--- config.mk ---
export PLATFORM = sky130hd
export DESIGN_NAME = seg_decoder_monitor
export DESIGN_NICKNAME = d
export VERILOG_FILES = /design/src/rtl/seg_decoder_monitor.sv
export SDC_FILE = /design/constraint.sdc
export NUM_CORES = 1
export LEC_CHECK = 0
export ABC_AREA = 1
export CORE_MARGIN = 2
export CORE_UTILIZATION = 56
export DETAILED_ROUTE_END_ITERATION = 10
export PLACE_DENSITY = 0.89
export SYNTH_ARGS = -nofsm -noshare
export SYNTH_HDL_FRONTEND = slang
export SYNTH_SLANG_ARGS = --single-unit
--- constraint.sdc ---
create_clock -name clk -period 1.9 [get_ports clk]
set_input_delay 0.19 -clock clk [delete_from_list [all_inputs] [get_ports clk]]
set_output_delay 0.19 -clock clk [all_outputs]
set_load 0.02 [all_outputs]
--- src/rtl/seg_decoder_monitor.sv ---
// rtl/seg_decoder_monitor.sv - 7-segment bus receiver: sync, debounce, decode, sequence/error check
`timescale 1ns/1ps
module seg_decoder_monitor #(
  parameter int STABLE_CYCLES = 2,
  parameter int MAX_DIGIT     = 9
) (
  input  logic       clk,
  input  logic       rst,
  input  logic [7:0] seg_in,
  output logic [3:0] digit,
  output logic       dp_out,
  output logic       valid,
  output logic       new_digit,
  output logic       invalid_err,
  output logic       seq_err,
  output logic [7:0] err_count
);

  localparam logic [3:0] STABLE_MAX = 4'(STABLE_CYCLES);
  localparam logic [3:0] MAX_D      = 4'(MAX_DIGIT);

  typedef enum logic {NOREF, TRACK} state_t;

  state_t     r_state, w_state_nxt;
  logic [7:0] r_sync1, r_sync2, r_last;
  logic [3:0] r_stable_cnt;
  logic [3:0] r_digit;
  logic       r_dp, r_valid, r_new, r_inv, r_seq;
  logic [7:0] r_err;

  logic       w_accept, w_blank, w_same, w_legal;
  logic [3:0] w_val, w_expect;
  logic [3:0] w_digit_nxt;
  logic       w_dp_nxt, w_valid_nxt, w_new_nxt, w_inv_nxt, w_seq_nxt;

  // r_stable_cnt is the number of consecutive samples equal to the current r_sync2
  always_ff @(posedge clk or posedge rst) begin
    if (rst) begin
      r_sync1      <= 8'h00;
      r_sync2      <= 8'h00;
      r_stable_cnt <= 4'd0;
    end else begin
      r_sync1 <= seg_in;
      r_sync2 <= r_sync1;
      if (r_sync1 != r_sync2)
        r_stable_cnt <= 4'd1;
      else if (r_stable_cnt != STABLE_MAX)
        r_stable_cnt <= r_stable_cnt + 4'd1;
    end
  end

  assign w_accept = (r_stable_cnt == STABLE_MAX) && (r_sync2 != r_last);
  assign w_blank  = (r_sync2[6:0] == 7'h00);
  assign w_same   = (r_sync2[6:0] == r_last[6:0]);
  assign w_expect = (r_digit == MAX_D) ? 4'd0 : r_digit + 4'd1;

  always_comb begin
    w_legal = 1'b1;
    w_val   = 4'd0;
    case (r_sync2[6:0])
      7'h3F: w_val = 4'h0;
      7'h06: w_val = 4'h1;
      7'h5B: w_val = 4'h2;
      7'h4F: w_val = 4'h3;
      7'h66: w_val = 4'h4;
      7'h6D: w_val = 4'h5;
      7'h7D: w_val = 4'h6;
      7'h07: w_val = 4'h7;
      7'h7F: w_val = 4'h8;
      7'h6F: w_val = 4'h9;
      7'h77: w_val = 4'hA;
      7'h7C: w_val = 4'hB;
      7'h39: w_val = 4'hC;
      7'h5E: w_val = 4'hD;
      7'h79: w_val = 4'hE;
      7'h71: w_val = 4'hF;
      default: w_legal = 1'b0;
    endcase
    if (w_val > MAX_D)
      w_legal = 1'b0;
  end

  always_ff @(posedge clk or posedge rst) begin
    if (rst)
      r_state <= NOREF;
    else
      r_state <= w_state_nxt;
  end

  always_comb begin
    w_state_nxt = r_state;
    if (w_accept && !w_same) begin
      if (w_blank || !w_legal)
        w_state_nxt = NOREF;
      else
        w_state_nxt = TRACK;
    end
  end

  // A dp-only change updates dp_out and nothing else
  always_comb begin
    w_digit_nxt = r_digit;
    w_dp_nxt    = r_dp;
    w_valid_nxt = r_valid;
    w_new_nxt   = 1'b0;
    w_inv_nxt   = 1'b0;
    w_seq_nxt   = 1'b0;
    if (w_accept) begin
      w_dp_nxt = r_sync2[7];
      if (!w_same) begin
        if (w_blank) begin
          w_valid_nxt = 1'b0;
        end else if (!w_legal) begin
          w_valid_nxt = 1'b0;
          w_inv_nxt   = 1'b1;
        end else begin
          w_digit_nxt = w_val;
          w_valid_nxt = 1'b1;
          w_new_nxt   = 1'b1;
          if (r_state == TRACK && w_val != 4'd0 && w_val != w_expect)
            w_seq_nxt = 1'b1;
        end
      end
    end
  end

  always_ff @(posedge clk or posedge rst) begin
    if (rst) begin
      r_last  <= 8'h00;
      r_digit <= 4'd0;
      r_dp    <= 1'b0;
      r_valid <= 1'b0;
      r_new   <= 1'b0;
      r_inv   <= 1'b0;
      r_seq   <= 1'b0;
      r_err   <= 8'h00;
    end else begin
      if (w_accept)
        r_last <= r_sync2;
      r_digit <= w_digit_nxt;
      r_dp    <= w_dp_nxt;
      r_valid <= w_valid_nxt;
      r_new   <= w_new_nxt;
      r_inv   <= w_inv_nxt;
      r_seq   <= w_seq_nxt;
      if ((w_inv_nxt || w_seq_nxt) && r_err != 8'hFF)
        r_err <= r_err + 8'd1;
    end
  end

  assign digit       = r_digit;
  assign dp_out      = r_dp;
  assign valid       = r_valid;
  assign new_digit   = r_new;
  assign invalid_err = r_inv;
  assign seq_err     = r_seq;
  assign err_count   = r_err;

endmodule
# ---- Yosys cells after proc, flatten, opt, wreduce, memory -nomap -nowiden
# Cells that the tools add are included.
dict set report totals {
  register_bits 46
  input_bits 10
  out_inout_bits 17
}
dict set report classes {
  add_sub_neg 3
  n_lt_le_gt_ge 1
  eq_ne 24
  muxes 20
  bitwise_logic 2
  n_reduce_logical 15
}
# op count
set ops {}
lappend ops {{7-bit == test (second input constant)} 12}
lappend ops {{4-bit one-hot mux with 15 select lines} 1}
lappend ops {{1-bit two-way mux} 16}
lappend ops {{8-bit != test} 2}
lappend ops {{16-bit OR reduction} 1}
lappend ops {{7-bit by 3-bit == test with 1-bit output (second input constant)} 2}
lappend ops {{7-bit by 6-bit == test with 1-bit output (second input constant)} 2}
lappend ops {{4-bit two-way mux} 3}
lappend ops {{4-bit by 1-bit adder with 4-bit output (second input constant)} 2}
lappend ops {{8-bit by 1-bit adder with 8-bit output (second input constant)} 1}
lappend ops {{8-bit != test (second input constant)} 1}
lappend ops {{7-bit == test} 1}
lappend ops {{7-bit logical NOT} 1}
lappend ops {{1-bit logical AND} 5}
lappend ops {{4-bit by 2-bit == test with 1-bit output (second input constant)} 1}
lappend ops {{4-bit == test (second input constant)} 1}
lappend ops {{4-bit greater-than comparator (second input constant)} 1}
lappend ops {{4-bit by 2-bit != test with 1-bit output (second input constant)} 1}
lappend ops {{4-bit != test} 1}
lappend ops {{4-bit AND reduction} 1}
lappend ops {{4-bit nonzero test} 1}
lappend ops {{1-bit logical NOT} 2}
lappend ops {{1-bit logical OR} 2}
lappend ops {{1-bit inverter} 2}
lappend ops {{other kinds (2)} 2}

# ---- Depth between registers and ports, before layout
dict set report logic_depth {
  depth_word 12
  mapped_depth 17
  mapped_depth_nobuf 16
}

# ---- Worst setup path before layout
# OpenSTA, ideal clock, no wires.
dict set report synth_path {
  path_type {register -> register}
  startpoint {register r_sync2[6]}
  endpoint {register r_err[2] (netlist: err_count[2])}
  t_arrival_ns 1.606
  t_required_ns 1.782
  slack_ns 0.176
  stages_incl_launch_ff 16
  path_buffers 1
  synth_period_minus_slack_ns 1.724
  cell_sequence {dfrtp_1 > buf_6 > nand2_1 > nor2_1 > nand2_1 > nand2_1 > nor2_4 > nand2_1 > nand2_2 > nand3_4 > nor2_4 > nand2_2 > nand2_4 > nand2_4 > nand2_1 > nand2_1}
}
dict set report synth_via {
  elab_chain_len 12
}
# item line
set synth_rtl {}
lappend synth_rtl {{start, declared} 25} ;# logic [7:0] r_sync1, r_sync2, r_last;
lappend synth_rtl {{start signal, assigned} 44} ;# r_sync2 <= r_sync1;
lappend synth_rtl {{branches (longest 10 deep; another with 4-bit greater-than comparator)} -}
lappend synth_rtl {{1-bit logical OR (*)} 146} ;# if ((w_inv_nxt || w_seq_nxt) && r_err != 8'hFF)
lappend synth_rtl {{1-bit logical AND (*)} 146}
lappend synth_rtl {{end signal, assigned} 147} ;# r_err <= r_err + 8'd1;
lappend synth_rtl {{end, declared} 29} ;# logic [7:0] r_err;
# Mark *: on every way between the ends.
# A chain may end at the register's enable or synchronous reset.

# ---- Worst setup path after layout
dict set report layout_path {
  startpoint {register r_sync2[1]}
  endpoint {register r_err[4] (netlist: err_count[4])}
}
# The elaborated chain is that of the path after synthesis.

==> results_dict.tcl <==
set metrics [dict create \
    status "finished with violations" \
    violations "negative setup slack" \
    clock.fmax_mhz 485 \
    die-area_mm2 0.00476 \
    clk_pin_slew_ps 90 \
    power_switching_uw 492 \
    avgViaCountPerCell 5.88 \
    layout_common_cells "nand2_1 (67), dfrtp_1 (37), clkdlybuf4s50_1 (26), nand2_2 (25), nand3_1 (23)" \
    grt_use_met3 0.0439 \
    cts_tree "yes" \
    grtUsageTotal 0.239 \
    utilization 0.776 \
    relSlewSlack 0.695 \
    timing.reg2reg.setup_slack_ps -160 \
    ys_seq_area_frac 0.465 \
    crit_arrival_ps 2260 \
    wl_per_cell_um 17.3 \
    die_x_um 69 \
    dr.first_iter.drc_count 348 \
    setup_slack_ps -164 \
    reg2reg_depth 15 \
    yosys_register_bits 44 \
    internal-power_mw 1.43 \
    antenna_found_initial 0 \
    portBuffers 26 \
    ys_types 27 \
    pwr-share-comb 0.090 \
    grt_max_degree 45 \
    antenna_cells 0 \
    min_period_ps 2060 \
    grt_use_met2 0.408 \
    fin_nets 351 \
    grt_pass1_wl_um 9180 \
    setup_viol 14 \
    drt_pass1_iterations 6 \
    wirelength_um 6740 \
    reg2reg_to "err_count[4]" \
    p_leak_nw 1.53 \
    path_class "register to register" \
    p_seq_frac 0.513 \
    grt_pass1_vias 2066 \
    power_mw 1.92 \
    worstPathRequired_ps 2100 \
    drt.antenna.violating_nets 0 \
    dpl.hpwl_um 3570 \
    crit_path_end_kind "register" \
    die_h_um 69 \
    maxCapViolations 0 \
    slew_viol_final 0 \
    dp.cells 367 \
    gr-total-overflow 0 \
    grt_use_met1 0.291 \
    drc 0 \
    drive_gt1_frac 0.295 \
    cp-start-kind "register" \
    hold_class "input pin to async pin" \
    htreeDepth 2 \
    cts_root_buffer "clkbuf_8" \
    power_density_mw_per_mm2 613 \
    hold_viol 0 \
    cts.sinks 44 \
    holdBufCountCts 0 \
    synthCells 289 \
    power_frac_clock 0.396 \
    core_mm2 0.00403 \
    final_common_cell "nand2_1" \
    cts_buffers 5 \
    synth_area_mm2 0.00237 \
    fp-row-count 23 \
    dr_total_vias 2288 \
    fin_cells 389 \
    worstSkewPairLatency_ps 310 \
    skew_ps 5.54 \
    syn-num-nets 302 \
    start_util 0.587 \
    p_sw_frac 0.256 \
    peakVddDrop_mv 0.473 \
    min_period_over_period 1.09 \
    io_pins 27 \
    postSynthAreaPerCell_um2 8.19 \
    rsz0062_at_grt "yes" \
    grt_busiest_layer "met2" \
    r2r_start "r_sync2[1]" \
    worst_pin_slew_ps 453 \
    cp_max_fo 8 \
    cts_buffer_depth 2 \
    routabilityCongestion 0.974 \
    yosys_warnings 0 \
    area_growth_pct 32.2 \
    pre_cts_slack_ps -150 \
]
## worst max path at each step
stage	start	end	slack (ps)
after floorplan	r_sync2[6]	err_count[2]	180
after global placement	r_sync2[0]	err_count[3]	-40
after detailed placement	r_sync2[0]	err_count[6]	-150
after CTS	r_sync2[0]	err_count[0]	1
after global routing	r_sync2[0]	err_count[4]	-280
final	r_sync2[1]	err_count[4]	-160
## per-layer routing
layer  vias to the layer above  share of wire
met2                       158           0.50
met4                         0          0.060
met1                      1071           0.36
met5                         -              0
li1                       1015              -
met3                        44          0.080
## power groups by stage
stage | Combinational (mW) | Clock, mW | Sequential [mW]
finish | 0.174 | 0.760 | 0.985
global route | 0.186 | 0.810 | 0.986
CTS | 0.139 | 0.753 | 0.979
detailed placement | 0.127 | 0 | 0.997
global placement | 0.124 | 0 | 0.996
floorplan | 0.0994 | 0 | 0.983
## metrics by stage
step / cell area (um^2) / setup TNS (ps) / hold slack [ps]
CTS: 2900 / 0 / 262
detailed placement: 2710 / -1080 / 378
global placement: 2710 / -315 / 374
floorplan: 2370 / 0 / 221
global route: 3130 / -3450 / 271
finish: 3130 / -1290 / 250
## synth_stat cells
master / instances / area [um^2]
a211oi_1: 1 / 7.51
a21oi_1: 2 / 10.0
buf_2: 2 / 10.0
buf_4: 2 / 15.0
buf_6: 2 / 22.5
dfrtp_1: 44 / 1100
ha_1: 3 / 37.5
inv_1: 20 / 75.1
inv_2: 6 / 22.5
nand2_1: 86 / 323
nand2_2: 8 / 50.1
nand2_4: 2 / 22.5
nand3_1: 26 / 130
nand3_2: 3 / 30.0
nand3_4: 1 / 17.5
nand3b_1: 2 / 15.0
nand4_1: 3 / 18.8
nor2_1: 27 / 101
nor2_2: 4 / 25.0
nor2_4: 3 / 33.8
nor3_1: 1 / 5.00
nor4_1: 1 / 6.26
o21ai_0: 14 / 70.1
o31ai_1: 1 / 7.51
or2_2: 4 / 25.0
xnor2_1: 14 / 123
xor2_1: 7 / 61.3
## worst max-delay path: stages (launching register included)
cell	delay, ps
dfrtp_2	500
inv_2	90
nand2_4	90
nor2_2	60
nand2_1	90
nand2_2	90
nor2_4	190
nand3_2	110
nand2_2	110
nand3_4	80
nor2_4	140
nand2_4	100
nand2_8	90
nand2_8	80
nand2_2	60
nand2_1	70
## repair_timing
action,4_1_cts,5_1_grt
resized for setup,16,43
setup endpoints to repair,11,21
gates cloned,1,1
setup buffers,4,8
pin swaps,2,10
## logic make-up (layout without fill, tap and decap cells)
logic type,count (synthesis),in the layout,synth area share
adder cells (fa/ha/maj),3,3,0.0159
AND/OR/NAND/NOR,171,172,0.339
AO/OA/AOI/OAI,18,18,0.0402
XOR/XNOR,21,21,0.0777
flip-flops,44,44,0.465
buffers and inverters,32,81,0.0613
## flip-flops by register name, indices dropped and copies added, names as in the netlist
register and count:
err_count 8, r_last 8, r_sync1 8, r_sync2 8, digit 4, r_stable_cnt 4
invalid_err 1, new_digit 1, r_state 1, seq_err 1
## final cells by class
class | count | area [um^2]
Sequential cell | 44 | 1110
Clock buffer | 5 | 68.8
Multi-Input combinational cell | 214 | 1300
Timing Repair Buffer | 47 | 438
Inverter | 26 | 103
Fill cell | 239 | 901
Tap cell | 50 | 62.6
Clock inverter | 3 | 46.3
Power figures use the tool's default switching activity.
